**src/rtl/ame_norm_pkg.sv**
```systemverilog
`default_nettype none
// ============================================================================
// Module      : ame_norm_pkg
// Description : Shared types and default sizing for the normalizer arbiter:
//               control state encoding, tag pipeline entry and defaults.
// Revision    : 1.0 - initial release
// ============================================================================
package ame_norm_pkg;

  localparam int unsigned DEF_COMP_DATA_BITS = 64;
  localparam int unsigned DEF_NUM_REQ        = 4;
  localparam int unsigned DEF_NORM_LAT       = 2;
  localparam int unsigned DEF_RSP_DEPTH      = 4;

  // Tag id field is sized for the largest supported requester count (256).
  localparam int unsigned TAG_ID_BITS = 8;

  typedef enum logic [1:0] {
    ST_IDLE  = 2'd0,
    ST_RUN   = 2'd1,
    ST_DRAIN = 2'd2
  } state_e;

  typedef struct packed {
    logic                   valid;
    logic [TAG_ID_BITS-1:0] id;
  } tag_t;

endpackage : ame_norm_pkg
`default_nettype wire

```
**src/rtl/ame_norm_fifo.sv**
```systemverilog
`default_nettype none
// ============================================================================
// Module      : ame_norm_fifo
// Description : First-word fall-through result FIFO. Push and pop may happen
//               together at any occupancy, including full. Read data is
//               forced to zero while empty so nothing stale leaks out.
// Revision    : 1.0 - initial release
// ============================================================================
module ame_norm_fifo #(
  parameter  int unsigned DEPTH = 4,
  parameter  int unsigned WIDTH = 8,
  localparam int unsigned PTR_W = $clog2(DEPTH),
  localparam int unsigned CNT_W = PTR_W + 1
) (
  input  logic             clk_i,
  input  logic             rst_i,
  input  logic             push_i,
  input  logic [WIDTH-1:0] push_data_i,
  input  logic             pop_i,
  output logic [WIDTH-1:0] pop_data_o,
  output logic             empty_o,
  output logic [CNT_W-1:0] count_o
);

  logic [WIDTH-1:0] mem_q [DEPTH];
  logic [PTR_W-1:0] wr_ptr_q, wr_ptr_d;
  logic [PTR_W-1:0] rd_ptr_q, rd_ptr_d;
  logic [CNT_W-1:0] count_q, count_d;
  logic             do_push;
  logic             do_pop;

  // Handshake qualification and pointer/count next-state
  always_comb begin
    do_pop   = pop_i & (count_q != '0);
    do_push  = push_i & ((count_q != CNT_W'(DEPTH)) | do_pop);
    wr_ptr_d = do_push ? wr_ptr_q + PTR_W'(1) : wr_ptr_q;
    rd_ptr_d = do_pop  ? rd_ptr_q + PTR_W'(1) : rd_ptr_q;
    count_d  = count_q;
    if (do_push && !do_pop) begin
      count_d = count_q + CNT_W'(1);
    end else if (!do_push && do_pop) begin
      count_d = count_q - CNT_W'(1);
    end
  end

  // Pointer and occupancy registers
  always_ff @(posedge clk_i or posedge rst_i) begin
    if (rst_i) begin
      wr_ptr_q <= '0;
      rd_ptr_q <= '0;
      count_q  <= '0;
    end else begin
      wr_ptr_q <= wr_ptr_d;
      rd_ptr_q <= rd_ptr_d;
      count_q  <= count_d;
    end
  end

  // Storage array; contents are don't-care while the slot is not occupied
  always_ff @(posedge clk_i) begin
    if (do_push) begin
      mem_q[wr_ptr_q] <= push_data_i;
    end
  end

  // Fall-through read port
  always_comb begin
    empty_o    = (count_q == '0);
    count_o    = count_q;
    pop_data_o = empty_o ? '0 : mem_q[rd_ptr_q];
  end

endmodule : ame_norm_fifo
`default_nettype wire

```
**src/rtl/ame_norm_arb.sv**
```systemverilog
`default_nettype none
// ============================================================================
// Module      : ame_norm_arb
// Description : Round-robin arbiter sharing one fixed-latency normalizer
//               between several requesters. A tag pipeline tracks which
//               requester owns each normalizer slot; results are collected
//               into a credit-protected FIFO and returned in grant order.
// Revision    : 1.0 - initial release
// ============================================================================
module ame_norm_arb
  import ame_norm_pkg::*;
#(
  parameter  int unsigned COMP_DATA_BITS = DEF_COMP_DATA_BITS,
  parameter  int unsigned NUM_REQ        = DEF_NUM_REQ,
  parameter  int unsigned NORM_LAT       = DEF_NORM_LAT,
  parameter  int unsigned RSP_DEPTH      = DEF_RSP_DEPTH,
  localparam int unsigned SHIFT_W        = $clog2(COMP_DATA_BITS),
  localparam int unsigned ID_W           = $clog2(NUM_REQ),
  localparam int unsigned CNT_W          = $clog2(RSP_DEPTH) + 1
) (
  input  logic                                    clk_i,
  input  logic                                    rst_i,
  input  logic                                    enable_i,
  output logic                                    busy_o,
  input  logic [NUM_REQ-1:0]                      req_valid_i,
  output logic [NUM_REQ-1:0]                      req_ready_o,
  input  logic [NUM_REQ-1:0][COMP_DATA_BITS-1:0]  req_data_i,
  input  logic [NUM_REQ-1:0][SHIFT_W-1:0]         req_shift_i,
  output logic                                    norm_init_o,
  output logic [SHIFT_W-1:0]                      norm_shift_o,
  output logic [COMP_DATA_BITS-1:0]               norm_data_o,
  input  logic                                    norm_done_i,
  input  logic [COMP_DATA_BITS-1:0]               norm_data_i,
  output logic                                    rsp_valid_o,
  input  logic                                    rsp_ready_i,
  output logic [ID_W-1:0]                         rsp_id_o,
  output logic [COMP_DATA_BITS-1:0]               rsp_data_o
);

  localparam int unsigned FIFO_W = ID_W + COMP_DATA_BITS;

  state_e            state_q, state_d;
  logic [ID_W-1:0]   rr_ptr_q, rr_ptr_d;
  logic [CNT_W-1:0]  inflight_q, inflight_d;
  logic              err_q, err_d;
  tag_t              tag_q [NORM_LAT];
  tag_t              tag_d [NORM_LAT];

  logic              run;
  logic              credit_ok;
  logic              grant_found;
  logic [ID_W-1:0]   grant_idx;
  logic [ID_W-1:0]   cand_idx;
  logic              xfer;
  tag_t              head;
  logic              head_exit;
  logic              push;
  logic [FIFO_W-1:0] pop_data;
  logic              fifo_empty;
  logic [CNT_W-1:0]  fifo_cnt;
  logic              unused_head_id;

  // State register plus all other control flops
  always_ff @(posedge clk_i or posedge rst_i) begin
    if (rst_i) begin
      state_q    <= ST_IDLE;
      rr_ptr_q   <= ID_W'(NUM_REQ - 1);
      inflight_q <= '0;
      err_q      <= 1'b0;
      for (int i = 0; i < NORM_LAT; i++) begin
        tag_q[i] <= '0;
      end
    end else begin
      state_q    <= state_d;
      rr_ptr_q   <= rr_ptr_d;
      inflight_q <= inflight_d;
      err_q      <= err_d;
      tag_q      <= tag_d;
    end
  end

  // Next-state: DRAIN waits for the normalizer pipeline to empty
  always_comb begin
    state_d = state_q;
    case (state_q)
      ST_IDLE:  if (enable_i) state_d = ST_RUN;
      ST_RUN:   if (!enable_i) state_d = ST_DRAIN;
      ST_DRAIN: begin
        if (enable_i) begin
          state_d = ST_RUN;
        end else if (inflight_q == '0) begin
          state_d = ST_IDLE;
        end
      end
      default:  state_d = ST_IDLE;
    endcase
  end

  // State-decoded outputs; a sticky error keeps busy asserted until reset
  always_comb begin
    run         = (state_q == ST_RUN);
    norm_init_o = (state_q != ST_IDLE);
    busy_o      = (state_q != ST_IDLE) | err_q;
  end

  // Round-robin search starting just after the last granted requester
  always_comb begin
    grant_found = 1'b0;
    grant_idx   = '0;
    cand_idx    = '0;
    for (int unsigned i = 1; i <= NUM_REQ; i++) begin
      cand_idx = ID_W'((32'(rr_ptr_q) + i) % NUM_REQ);
      if (!grant_found && req_valid_i[cand_idx]) begin
        grant_found = 1'b1;
        grant_idx   = cand_idx;
      end
    end
  end

  // Grant gated by state and by FIFO credit covering every in-flight result
  always_comb begin
    credit_ok   = ({1'b0, inflight_q} + {1'b0, fifo_cnt}) < (CNT_W + 1)'(RSP_DEPTH);
    req_ready_o = '0;
    if (run && credit_ok && grant_found) begin
      req_ready_o[grant_idx] = 1'b1;
    end
    xfer         = |(req_valid_i & req_ready_o);
    norm_data_o  = xfer ? req_data_i[grant_idx]  : '0;
    norm_shift_o = xfer ? req_shift_i[grant_idx] : '0;
    rr_ptr_d     = xfer ? grant_idx : rr_ptr_q;
  end

  // Tag pipeline mirrors the normalizer latency; head meets norm_done_i
  always_comb begin
    tag_d = tag_q;
    if (norm_init_o) begin
      tag_d[0].valid = xfer;
      tag_d[0].id    = xfer ? TAG_ID_BITS'(grant_idx) : '0;
      for (int i = 1; i < NORM_LAT; i++) begin
        tag_d[i] = tag_q[i - 1];
      end
    end
  end

  // Head retirement: push on matching done, flag error on a missing one
  always_comb begin
    head       = tag_q[NORM_LAT - 1];
    head_exit  = norm_init_o & head.valid;
    push       = head_exit & norm_done_i;
    err_d      = err_q | (head_exit & ~norm_done_i);
    inflight_d = inflight_q;
    if (xfer && !head_exit) begin
      inflight_d = inflight_q + CNT_W'(1);
    end else if (!xfer && head_exit) begin
      inflight_d = inflight_q - CNT_W'(1);
    end
  end

  // Upper tag id bits exist only to support larger requester counts
  assign unused_head_id = ^head.id;

  ame_norm_fifo #(
    .DEPTH (RSP_DEPTH),
    .WIDTH (FIFO_W)
  ) u_fifo (
    .clk_i       (clk_i),
    .rst_i       (rst_i),
    .push_i      (push),
    .push_data_i ({head.id[ID_W-1:0], norm_data_i}),
    .pop_i       (rsp_ready_i),
    .pop_data_o  (pop_data),
    .empty_o     (fifo_empty),
    .count_o     (fifo_cnt)
  );

  // Result stream view of the FIFO head
  always_comb begin
    rsp_valid_o = ~fifo_empty;
    rsp_id_o    = pop_data[FIFO_W-1 -: ID_W];
    rsp_data_o  = pop_data[COMP_DATA_BITS-1:0];
  end

endmodule : ame_norm_arb
`default_nettype wire

```
**config.mk**
```make
export PLATFORM = sky130hd
export DESIGN_NAME = ame_norm_arb
export DESIGN_NICKNAME = d
export VERILOG_FILES = /design/src/rtl/ame_norm_pkg.sv /design/src/rtl/ame_norm_fifo.sv /design/src/rtl/ame_norm_arb.sv
export SDC_FILE = /design/constraint.sdc
export NUM_CORES = 1
export LEC_CHECK = 0
export BUFFER_PORTS_ARGS = -buffer_cell sky130_fd_sc_hd__buf_2
export CORE_MARGIN = 10
export CORE_UTILIZATION = 40
export CTS_CLUSTER_SIZE = 25
export DETAILED_ROUTE_END_ITERATION = 16
export HOLD_SLACK_MARGIN = 0.02
export PLACE_DENSITY = 0.69
export SLEW_MARGIN = 20
export SYNTH_ARGS = -nofsm -noshare
export SYNTH_HDL_FRONTEND = slang
export SYNTH_SLANG_ARGS = --single-unit
```
**constraint.sdc**
```tcl
create_clock -name clk_i -period 3.4 [get_ports clk_i]
set_clock_uncertainty 0.1 [all_clocks]
set_input_delay 1.02 -clock clk_i [delete_from_list [all_inputs] [get_ports clk_i]]
set_output_delay 1.02 -clock clk_i [all_outputs]
set_load 0.02 [all_outputs]
```
* Yosys cells after proc, flatten, opt, wreduce, memory -nomap -nowiden
Memories as Yosys holds them, arrays and structs flattened.
Cells that the tools add are included.
** Word-level totals
- Flip-flop bits (word level) :: 21
- Bits in writable memories :: 264
- Logic and storage cells :: 111
- Memories kept :: 1
** Operators by class
- Add/subtract/negate cells :: 11
- Order comparisons :: 7
- Equal/unequal tests :: 6
- Mux-type cells :: 38
- Bitwise logic cells :: 11
- Reduce and logical (&&, ||, !) cells :: 26
** Memory list
- u_fifo.mem_q :: words 4, bits a word 66, read ports 1, clocked after memory_dff 0, wr ports 1, RTL line ame_norm_fifo.sv:25 : logic [WIDTH-1:0] mem_q [DEPTH];
** Operators by type and width (count)
- $bmux 64 s2 :: 1
- $mux 64 :: 2
- $mux 66 :: 1
- $mux 2 :: 9
- $lt 2x3->1 const B :: 5
- $bmux 6 s2 :: 1
- $mux 3 :: 4
- $mux 6 :: 2
- $mux 1 :: 11
- $logic_and 1x1->1 :: 10
- $add 2x1->2 const B :: 4
- $bmux 1 s2 :: 4
- $logic_not 1->1 :: 7
- $add 3x1->3 const B :: 2
- $logic_not 3->1 :: 2
- $ne 3x3->1 const B :: 2
- $pmux 2 s3 :: 1
- $reduce_bool 2->1 :: 3
- $sub 3x1->3 const B :: 2
- $and 1x1->1 :: 5
- $add 2x2->2 const B :: 2
- $add 3x3->4 :: 1
- $and 4x4->4 :: 1
- $lt 4x3->1 const B :: 1
- 12 further kinds :: 16

* Longest topological paths before layout
Gate-level depths: netlist of the first run.
- Depth after elaboration :: 24
- Mapped depth :: 12
- Gate-level depth less buffers :: 10

* Cells and area by module
Synthesis of the first run repeated with hierarchy kept, for this count alone.
** Second synthesis, totals
- Cells, all modules :: 787
- Area, all modules :: 12777.3 um^2
** By module, submodules not included
- ame_norm_fifo :: times used 1, cells an instance 454, area each 10391.2 um^2, seq. area each 8102.8 um^2
- ame_norm_arb :: times used 1, cells an instance 333, area each 2386.0 um^2, seq. area each 352.8 um^2

* Worst setup path before layout of the first run
No wires, ideal clock.
- Kind :: input to register
- From :: input port rsp_ready_i
- To :: memory u_fifo.mem_q[0][0] in the netlist's numbering, enable pin
- Library setup time :: 0.431 ns
- Data arrival time :: 3.223 ns
- Required time :: 2.869 ns
- Path slack :: -0.354 ns
- Stages :: 3
- Path buffers :: 0
- Path through :: nor4b_1 > nor3b_1 > and2_1
** On the way
- Word-level cells in the longest chain between the ends :: 5
** Ends and longest elaborated chain
- start, declared :: RTL line ame_norm_arb.sv:35 : input logic rsp_ready_i,
- $and 1x1->1 :: RTL line ame_norm_fifo.sv:34 : do_pop = pop_i & (count_q != '0);
- $or 1x1->1 :: RTL line ame_norm_fifo.sv:35 : do_push = push_i & ((count_q != CNT_W'(DEPTH)) | do_pop);
- $and 1x1->1 :: RTL line ame_norm_fifo.sv:35
- via u_fifo.do_push :: RTL line ame_norm_fifo.sv:29 : logic do_push;
- $mux 1 :: RTL line ame_norm_fifo.sv:61 : if (do_push) begin
- $mux 1 (not written as such) :: RTL line ame_norm_fifo.sv:62 : mem_q[wr_ptr_q] <= push_data_i;
- end, declared :: RTL line ame_norm_fifo.sv:25
The timed path passes the listed nets, and every way through them passes these cells.

* Worst setup path after layout of the first run
- From :: register inflight_q[2]
- To :: output port norm_shift_o[3]
** On the way
- Word-level cells in the longest chain between the ends :: 8
** Ends and longest elaborated chain
- start, declared :: RTL line ame_norm_arb.sv:44 : logic [CNT_W-1:0] inflight_q, inflight_d;
- start signal, assigned :: RTL line ame_norm_arb.sv:76 : inflight_q <= inflight_d;
- $add 3x3->4 :: RTL line ame_norm_arb.sv:122 : credit_ok = ({1'b0, inflight_q} + {1'b0, fifo_cnt}) < (CNT_W + 1)'(RSP_DEPTH);
- $lt 4x3->1 :: RTL line ame_norm_arb.sv:122
- $logic_and 1x1->1 (2 in a row) :: RTL line ame_norm_arb.sv:124 : if (run && credit_ok && grant_found) begin
- $mux 4 :: RTL line ame_norm_arb.sv:124
- $and 4x4->4 :: RTL line ame_norm_arb.sv:127 : xfer = |(req_valid_i & req_ready_o);
- $reduce_or 4->1 :: RTL line ame_norm_arb.sv:127
- $mux 6 :: RTL line ame_norm_arb.sv:129 : norm_shift_o = xfer ? req_shift_i[grant_idx] : '0;
- end, declared :: RTL line ame_norm_arb.sv:30 : output logic [SHIFT_W-1:0] norm_shift_o,
Every way passes these cells.

==> flow_summary.ini, run 1 <==
[outcome]
outcome = finished with violations
violations = setup timing

[global_routing]
grt_usage = 0.235
antenna_found_initial = 23
gr-total-overflow = 0
grt_start_max_net_pins = 70
grt_pass1_vias = 12100
grt_pass1_wl_um = 78800

[logic_synthesis]
yosys_warnings = 0
synth_simple_gate_area_share = 0.0750
synth_edf_count = 264
synthAdderAreaFrac = 0.00983
ys_ff_latch = 285
synth_top_family_by_area = compound AO/OA/AOI/OAI gates
synth_compound_area_frac = 0.155
postSynthAreaPerCell_um2 = 13.7
synth_mux_area_frac = 0.109
async_flop_share = 0.0737
synth_cells = 1041
synth_xor_area_frac = 0.00553
synth-main-ff-cell = edfxtp_1
synth.yosys.seq_area_share = 0.593
syn-num-nets = 1404
yosysUniqueCellTypes = 46
synth_area_mm2 = 0.0143

[layout]
stdcell_area_mm2 = 0.0198
layout.cells.non_filler = 2073
area_growth_pct = 38.8
layout_commonest_cell = buf_2
nNetsFinal = 1939
final_cell_mix = buf_2 (436), edfxtp_1 (264), a211oi_1 (135)
drive_above_1_share = 0.510
fill_cells = 2933

[clocking]
cts_max_level = 1
clockBufferDepth = 3
cts_root_buf = clkbuf_16
cts_hold_buf = 0
cts_tree = done
cts_sinks = 285
insertion_delay_ns = 0.53
cts_inserted_buffers = 27
path_clk_slew_ns = 0.06

[placement]
port-buffer-count = 495
gp_congestion = 0.936
dp_hpwl_um = 40900
place_area_mm2 = 0.0181
dp.cells = 1993
pre_cts_ws_ns = -0.385

[route]
wire_per_inst_um = 26.4
vias = 11700
drtAntennaViolNets = 0
routed_wl_um = 54600
firstDrtPassIters = 5
drtIter0Drc = 669
drc = 0
via_per_inst = 5.65

[worst_setup_path]
worst_ep_required_time_ns = 2.28
critical_path_class = flip-flop to output port
crit_arrival_ns = 2.98
cp-start-kind = flip-flop
critPathSlowestCell = or4_4
crit_path_end_kind = output port
crit_chain = ha_1, or4b_4, or4_4, buf_12, buf_6, a21oi_4, buf_6
timing.critical_path.mode_cell = buf_6
cpPeakStageDelay_ns = 0.64
crit_fanout = 8

[floorplanning]
die_area_mm2 = 0.0436
die-width_um = 209
row_count = 69
dieHeight_um = 209
coreArea_mm2 = 0.0354
pin_count = 496
initial_core_util = 0.403

[sta]
tightestPinTransition_ns = 0.807
drv_slew = 0
final.setup.tns_ns = -45.00
min_period_over_period = 1.21
hold_violations = 0
rsz0062_at_grt = true
layout_min_cycle_time_ns = 4.10
slew_headroom = 0.461
max_freq_mhz = 244
fin_hold_ws_ns = 0.375
finalWorstSetupSlack_ns = -0.698
setup_viol = 75

[min_path]
min_path_type = flip-flop to flip-flop

[pwr]
powerDensity_mw_per_mm2 = 728
power_leakage_nw = 7.89
vdd_ir_drop_max_mv = 0.704

[run]
drv_cap = 0
report_power, final:
part | internal (mW) | switching [mW] | total [mW] | leakage, nW
Combinational | 3.18 | 4.14 | 7.31 | 4.84
Clock | 1.62 | 1.23 | 2.85 | 0.415
Sequential | 4.11 | 0.149 | 4.26 | 2.63
Total | 8.90 | 5.51 | 14.4 | 7.89
worst max-delay path, delay by kind of cell (launching register included):
kind,cells,cell delay [ns]
buf+inv,3,0.48
fa+ha+maj,1,0.30
simple gates,2,1.14
compound gates,1,0.13
flops,1,0.39
layer usage:
| metal | track usage | routed length (um) | vias up |
|---|---|---|---|
| met4 | 0.0811 | 1540 | 10 |
| met1 | 0.287 | 21000 | 5850 |
| met2 | 0.401 | 27900 | 542 |
| met3 | 0.0543 | 4110 | 82 |
| met5 | 0 | 71 | - |
| li1 | - | - | 5234 |
cell usage after synthesis, drive strengths merged (2+ instances only):
library cell  count  area [um^2]
xnor2             5         43.8
xor2              4         35.0
and2             71          444
a32oi            70          613
nand2             9         33.8
mux2              5         56.3
fa                2         40.0
o21bai            3         22.5
o22ai             2         12.5
edfxtp          264         7930
nor3              2         10.0
buf              17          108
nand2b            3         18.8
or3               2         12.5
nor2              3         11.3
dfstp             2         52.6
mux4             66         1490
nand3             3         15.0
a21oi            74          427
clkbuf           89          334
inv              82          308
o21ai             6         30.0
nor2b             3         18.8
and3             72          450
ha                8          100
a211oi          140         1050
dfrtp            19          475
through the flow:
step	utilization	power, mW
detailed placement	0.512	11.0
floorplan	-	8.41
global placement	0.512	11.0
global route	0.559	15.1
CTS	0.549	14.3
finish	0.559	14.4
cells by family (layout without fill, tap and decap cells):
logic type | after synthesis | after routing
compound gates | 302 | 302
xor+xnor | 9 | 9
fa+ha+maj | 10 | 10
buf+inv | 188 | 742
flops | 285 | 285
mux | 72 | 72
other cells | 0 | 17
simple gates | 175 | 175
registers in the layout, summed over array words and instances, names as in the netlist:
signal and flops:
u_fifo.mem_q 264, head 3, inflight_q 3, tag_q 3, u_fifo.count_o 3, rr_ptr_q 2
state_q 2, u_fifo.rd_ptr_q 2, u_fifo.wr_ptr_q 2, err_q 1
path summary, 6_finish.rpt:
path | slack, ns | end | start | depth (start not counted)
worst max-delay path | -0.70 | norm_shift_o[3] | inflight_q[2]$_DFFE_PP0P_ | 7
worst min-delay path | 0.38 | err_q$_DFF_PP0_ | err_q$_DFF_PP0_ | 1
worst max register to register | -0.03 | inflight_q[2]$_DFFE_PP0P_ | inflight_q[2]$_DFFE_PP0P_ | 13
worst min register to register | 0.38 | err_q$_DFF_PP0_ | err_q$_DFF_PP0_ | 1
max in group asynchronous | 2.08 | u_fifo.rd_ptr_q[0]$_DFFE_PP0P_ | rst_i | 2
min in group asynchronous | 0.53 | u_fifo.rd_ptr_q[1]$_DFFE_PP0P_ | rst_i | 2
layout make-up:
cell class                      count  area, um^2  area share
Multi-Input combinational cell    568        5470       0.276
Sequential cell                   285        8460       0.427
Tap cell                          461         577      0.0291
Clock buffer                       33         698      0.0353
Antenna cell                       17        42.5     0.00215
Clock inverter                     15         140     0.00708
Inverter                           82         310      0.0157
Timing Repair Buffer              612        4100       0.207
repair_timing:
action	in CTS	in global routing
setup endpoints to repair	142	109
cloned	1	1
setup buffers	13	3
endpoints found under the hold margin	0	0
pin swaps	6	9
resized for setup	98	79
Note: power is estimated with default switching activity, not from simulation.
==> run 2, diff against run 1 <==
==> constraint.sdc (replaced) <==
create_clock -name clk_i -period 3.4 [get_ports clk_i]
set_clock_uncertainty 0.1 [all_clocks]
set_input_delay 0.34 -clock clk_i [delete_from_list [all_inputs] [get_ports clk_i]]
set_output_delay 0.34 -clock clk_i [all_outputs]
set_load 0.02 [all_outputs]
==> flow_summary.ini, run 2 (synthesized netlist as in run 1, its figures left out) <==
[route]
vias = 12000
routed_wl_um = 60200
drtIter0Drc = 983
firstDrtPassIters = 5
via_per_inst = 5.78
drc = 0
drtAntennaViolNets = 0
wire_per_inst_um = 29.1

[clocking]
clockBufferDepth = 3
cts_max_level = 1
insertion_delay_ns = 0.52
cts_inserted_buffers = 27
cts_tree = done
path_clk_slew_ns = 0.07
cts_root_buf = clkbuf_16
cts_sinks = 285

[worst_setup_path]
r2r_start = u_fifo.count_o[2]$_DFFE_PP0P_
crit_path_end_kind = output port
cp-start-kind = flip-flop
rrSetupSlack_ns = 0.25
r2r.worst_path.cells = 10
crit_fanout = 10
critical_path_class = flip-flop to output port
rr_endpoint = inflight_q[2]$_DFFE_PP0P_
worst_ep_required_time_ns = 2.96
crit_arrival_ns = 2.98

[sta]
finalWorstSetupSlack_ns = -0.0158
slew_headroom = 0.434
rsz0062_at_grt = true
tightestPinTransition_ns = 0.848
max_freq_mhz = 293
layout_min_cycle_time_ns = 3.42
setup_viol = 2
drv_slew = 0
hold_violations = 0
min_period_over_period = 1.00

[layout]
top_register = u_fifo.mem_q
drive_above_1_share = 0.450
final_cell_mix = buf_2 (428), edfxtp_1 (264), a211oi_1 (140)
layout_commonest_cell = buf_2
stdcell_area_mm2 = 0.0195
nNetsFinal = 1932
largest_reg_flops = 264
fill_cells = 3020
area_growth_pct = 37.0

[outcome]
violations = setup timing
outcome = finished with violations

[placement]
dp_hpwl_um = 44400
port-buffer-count = 495
place_area_mm2 = 0.0174
gp_congestion = 1.07

[floorplanning]
dieHeight_um = 209
initial_core_util = 0.403
row_count = 69
die_area_mm2 = 0.0436
die-width_um = 209
pin_count = 496
coreArea_mm2 = 0.0354

[pwr]
power_leakage_nw = 7.76
powerDensity_mw_per_mm2 = 720
finalPower_mw = 14.1
vdd_ir_drop_max_mv = 0.553

[global_routing]
grt_pass1_wl_um = 85000
gr-total-overflow = 0
antenna_found_initial = 28
grt_pass1_vias = 12300
grt_start_max_net_pins = 72
grt_usage = 0.259

[min_path]
hold_end = rr_ptr_q[1]$_DFFE_PP1P_
min_path_cells = 3
min_path_type = input pin to flip-flop
holdCritStartpoint = req_valid_i[3]

[run]
drv_cap = 0
run 2: cell types whose count changed in the layout (fill, tap and decap cells not counted), sizes merged:
cell,delta
buf,-77
bufinv,+1
clkbuf,+6
clkinv,-4
diode,+3
dlygate4sd3,+68
inv,-1
run 2: timing repair:
item,4_1_cts,5_1_grt
pin swaps,1,0
setup endpoints to repair,70,70
cloned,1,4
hold buffers,68,0
resized for setup,20,113
buffers inserted,0,3
endpoints found under the hold margin,280,0
run 2: how the worst max path moves through the flow:
stage	startpoint	end	slack [ns]
after floorplan	u_fifo.count_o[2]$_DFFE_PP0P_	u_fifo.mem_q[2][0]$_DFFE_PP_	0.17
after global routing	u_fifo.count_o[2]$_DFFE_PP0P_	norm_data_o[19]	-0.09
final	u_fifo.count_o[2]$_DFFE_PP0P_	norm_data_o[27]	-0.02
after detailed placement	u_fifo.count_o[2]$_DFFE_PP0P_	norm_data_o[35]	0.15
after global placement	inflight_q[2]$_DFFE_PP0P_	norm_data_o[36]	0.18
after CTS	inflight_q[2]$_DFFE_PP0P_	norm_data_o[37]	-0.01
run 2: report_power, final:
group	switching, mW	leakage (nW)	internal, mW	total, mW
registers	0.281	2.63	4.11	4.39
logic	3.97	4.70	2.75	6.72
clock network	1.20	0.428	1.75	2.95
total	5.45	7.76	8.62	14.1
run 2: worst max-delay path: stages (launching register included):
cell	delay, ns
dfrtp_1	0.40
ha_1	0.28
or4b_4	0.52
or4_4	0.64
clkbuf_16	0.25
a21oi_1	0.17
buf_4	0.17
run 2: metal layers:
layer  vias to the layer above  share of wire  wire (um)  track usage
met1                      5928           0.39      23800        0.329
met2                       661           0.47      28300        0.414
li1                       5214              -          -            -
met3                       135          0.095       5710       0.0722
met5                         -         0.0013         78            0
met4                        14          0.040       2410       0.0938
run 2: through the flow:
stage           util  cells  setup slack [ns]  hold WS [ns]  setup TNS (ns)
6_report       0.552   2069           -0.0158         0.145         -0.0186
5_1_grt        0.551   2060           -0.0866         0.169           -2.38
4_1_cts        0.537   2042           -0.0130         0.138         -0.0205
3_5_place_dp   0.491   1925             0.146         0.361               0
3_3_place_gp   0.491   1925             0.178         0.356               0
2_1_floorplan      -   1041             0.170         0.215               0
run 2: layout make-up:
type | count | area [um^2] | share of cell area
flip-flops and latches | 285 | 8460 | 0.433
repair buffers | 605 | 4010 | 0.205
multi-input cells | 568 | 5250 | 0.269
clock buffers | 37 | 743 | 0.0381
clock inverters | 11 | 133 | 0.00679
well taps | 461 | 577 | 0.0295
diodes | 20 | 50.0 | 0.00256
inverters | 82 | 308 | 0.0158
==> run 3, diff against run 2 <==
Settings changed: CORE_MARGIN 10 to default, SKIP_CTS_REPAIR_TIMING from default to 1.
==> flow_summary.ini, run 3 (synthesized netlist as in run 1, its figures left out) <==
[outcome]
outcome = finished clean

[pwr]
p_sw_mw = 5.33
power_frac_seq = 0.325
vdd_ir_drop_max_mv = 0.698
p_int_mw = 8.34
power_leakage_nw = 7.75
p_comb_frac = 0.471
switching_share = 0.390
powerDensity_mw_per_mm2 = 707
finalPower_mw = 13.7
clkPwrFrac = 0.204

[global_routing]
grt_pass1_wl_um = 69700
gr-total-overflow = 0
grt_pass1_vias = 11000
grt_start_max_net_pins = 76
antenna_found_initial = 36
grt_usage = 0.261

[worst_setup_path]
crit_fanout = 6
crit_chain = ha_1, or4b_4, or4_4, clkbuf_16, a21oi_2, buf_6
worst-path-buf-inv = 2
r2r.worst_path.cells = 10
cp-start-kind = flip-flop
cpPeakStageDelay_ns = 0.63
critPathSlowestCell = or4_4
rr_endpoint = inflight_q[2]$_DFFE_PP0P_
worst_ep_required_time_ns = 2.96
critical_path_class = flip-flop to output port
crit_path_end_kind = output port
crit_arrival_ns = 2.95
crit_family = simple AND/OR/NAND/NOR gates
rrSetupSlack_ns = 0.28
r2r_start = u_fifo.count_o[2]$_DFFE_PP0P_

[placement]
dp.cells = 1926
dp_hpwl_um = 37200
port-buffer-count = 495
place_area_mm2 = 0.0174
gp_congestion = 0.933

[min_path]
min_path_cells = 3
min_path_type = input pin to flip-flop
hold_end = u_fifo.rd_ptr_q[0]$_DFFE_PP0P_
holdCritStartpoint = rsp_ready_i

[route]
vias = 12000
drc = 0
drtIter0Drc = 911
routed_wl_um = 52500
via_per_inst = 5.79
met1_length_um = 21200
wl_met3_um = 4680
highest_layer = met5
firstDrtPassIters = 6
wire_per_inst_um = 25.3
wl_met2_um = 24400
drtAntennaViolNets = 0

[clocking]
cts_root_buf = clkbuf_16
cts_max_level = 1
clockBufferDepth = 3
cts_tree = done
cts_sinks = 285
path_clk_slew_ns = 0.06
insertion_delay_ns = 0.53
cts_inserted_buffers = 27

[layout]
stdcell_area_mm2 = 0.0193
area_growth_pct = 35.6
layout_commonest_cell = buf_2
top_register = u_fifo.mem_q
final_cell_mix = buf_2 (471), edfxtp_1 (264), a211oi_1 (140)
final_core_utilization = 0.556
layout.cells.non_filler = 2075
largest_reg_flops = 264
fill_cells = 2882
drive_above_1_share = 0.444
nNetsFinal = 1940

[sta]
layout_min_cycle_time_ns = 3.39
final.setup.tns_ns = 0
setup_viol = 0
drv_slew = 0
min_period_over_period = 0.997
hold_violations = 0
max_freq_mhz = 295
rsz0062_at_grt = true
slew_headroom = 0.356
tightestPinTransition_ns = 0.964

[floorplanning]
initial_core_util = 0.410
row_count = 68
coreArea_mm2 = 0.0348
pin_count = 496
die_area_mm2 = 0.0364
die-width_um = 191
dieHeight_um = 191

[run]
drv_cap = 0
==> run 3: cell types whose count changed in the layout (fill, tap and decap cells not counted), sizes merged <==
| cell | previous run | this run |
|---|---|---|
| inv | 83 | 84 |
| bufinv | 3 | 1 |
| or4 | 1 | 2 |
| dlygate4sd3 | 68 | 67 |
| diode | 20 | 22 |
| clkbuf | 40 | 37 |
| clkinvlp | 0 | 2 |
| buf | 534 | 541 |
| clkinv | 7 | 12 |
==> run 3: per-layer routing <==
layer / GRT usage / vias to the layer above
li1: - / 5247
met5: 0 / -
met4: 0.101 / 8
met3: 0.0662 / 144
met2: 0.412 / 676
met1: 0.345 / 5943
==> run 3: stage by stage <==
step | worst slack [ns] | hold WS, ns
after detailed placement | 0.206 | 0.358
final | 0.0117 | 0.0172
after global placement | 0.204 | 0.355
after floorplan | 0.170 | 0.215
after CTS | -0.372 | -0.143
after global routing | -0.0401 | 0.0223
==> run 3: worst min-delay path, stage by stage <==
cell and delay, ns:
buf_2 0.11, nand2_1 0.09, xnor2_1 0.06
==> run 3: how the worst max path moves through the flow <==
| stage | start | end | slack [ns] | depth (start not counted) |
|---|---|---|---|---|
| floorplan | u_fifo.count_o[2]$_DFFE_PP0P_ | u_fifo.mem_q[2][0]$_DFFE_PP_ | 0.17 | 3 |
| global placement | inflight_q[2]$_DFFE_PP0P_ | norm_shift_o[4] | 0.20 | 6 |
| detailed placement | inflight_q[2]$_DFFE_PP0P_ | norm_shift_o[4] | 0.21 | 6 |
| CTS | inflight_q[2]$_DFFE_PP0P_ | norm_shift_o[4] | -0.37 | 6 |
| global route | u_fifo.count_o[2]$_DFFE_PP0P_ | norm_data_o[12] | -0.04 | 6 |
| finish | u_fifo.count_o[2]$_DFFE_PP0P_ | norm_data_o[33] | 0.01 | 6 |
==> run 3: cell type report <==
type                    instances  area, um^2  share of cell area
inverters                      82         308              0.0159
clock inverters                17         121             0.00628
flip-flops and latches        285        8460               0.438
repair buffers                612        3860               0.200
multi-input cells             569        5270               0.272
well taps                     455         569              0.0294
diodes                         22        55.1             0.00285
clock buffers                  33         698              0.0361
==> run 3: power groups by stage <==
stage / combinational [mW] / clock, mW / sequential, mW
after floorplan: 4.06 / 0 / 4.27
after global placement: 5.87 / 0 / 4.51
after detailed placement: 5.89 / 0 / 4.53
after CTS: 5.91 / 2.84 / 4.45
after global routing: 6.84 / 2.96 / 4.49
final: 6.44 / 2.79 / 4.44
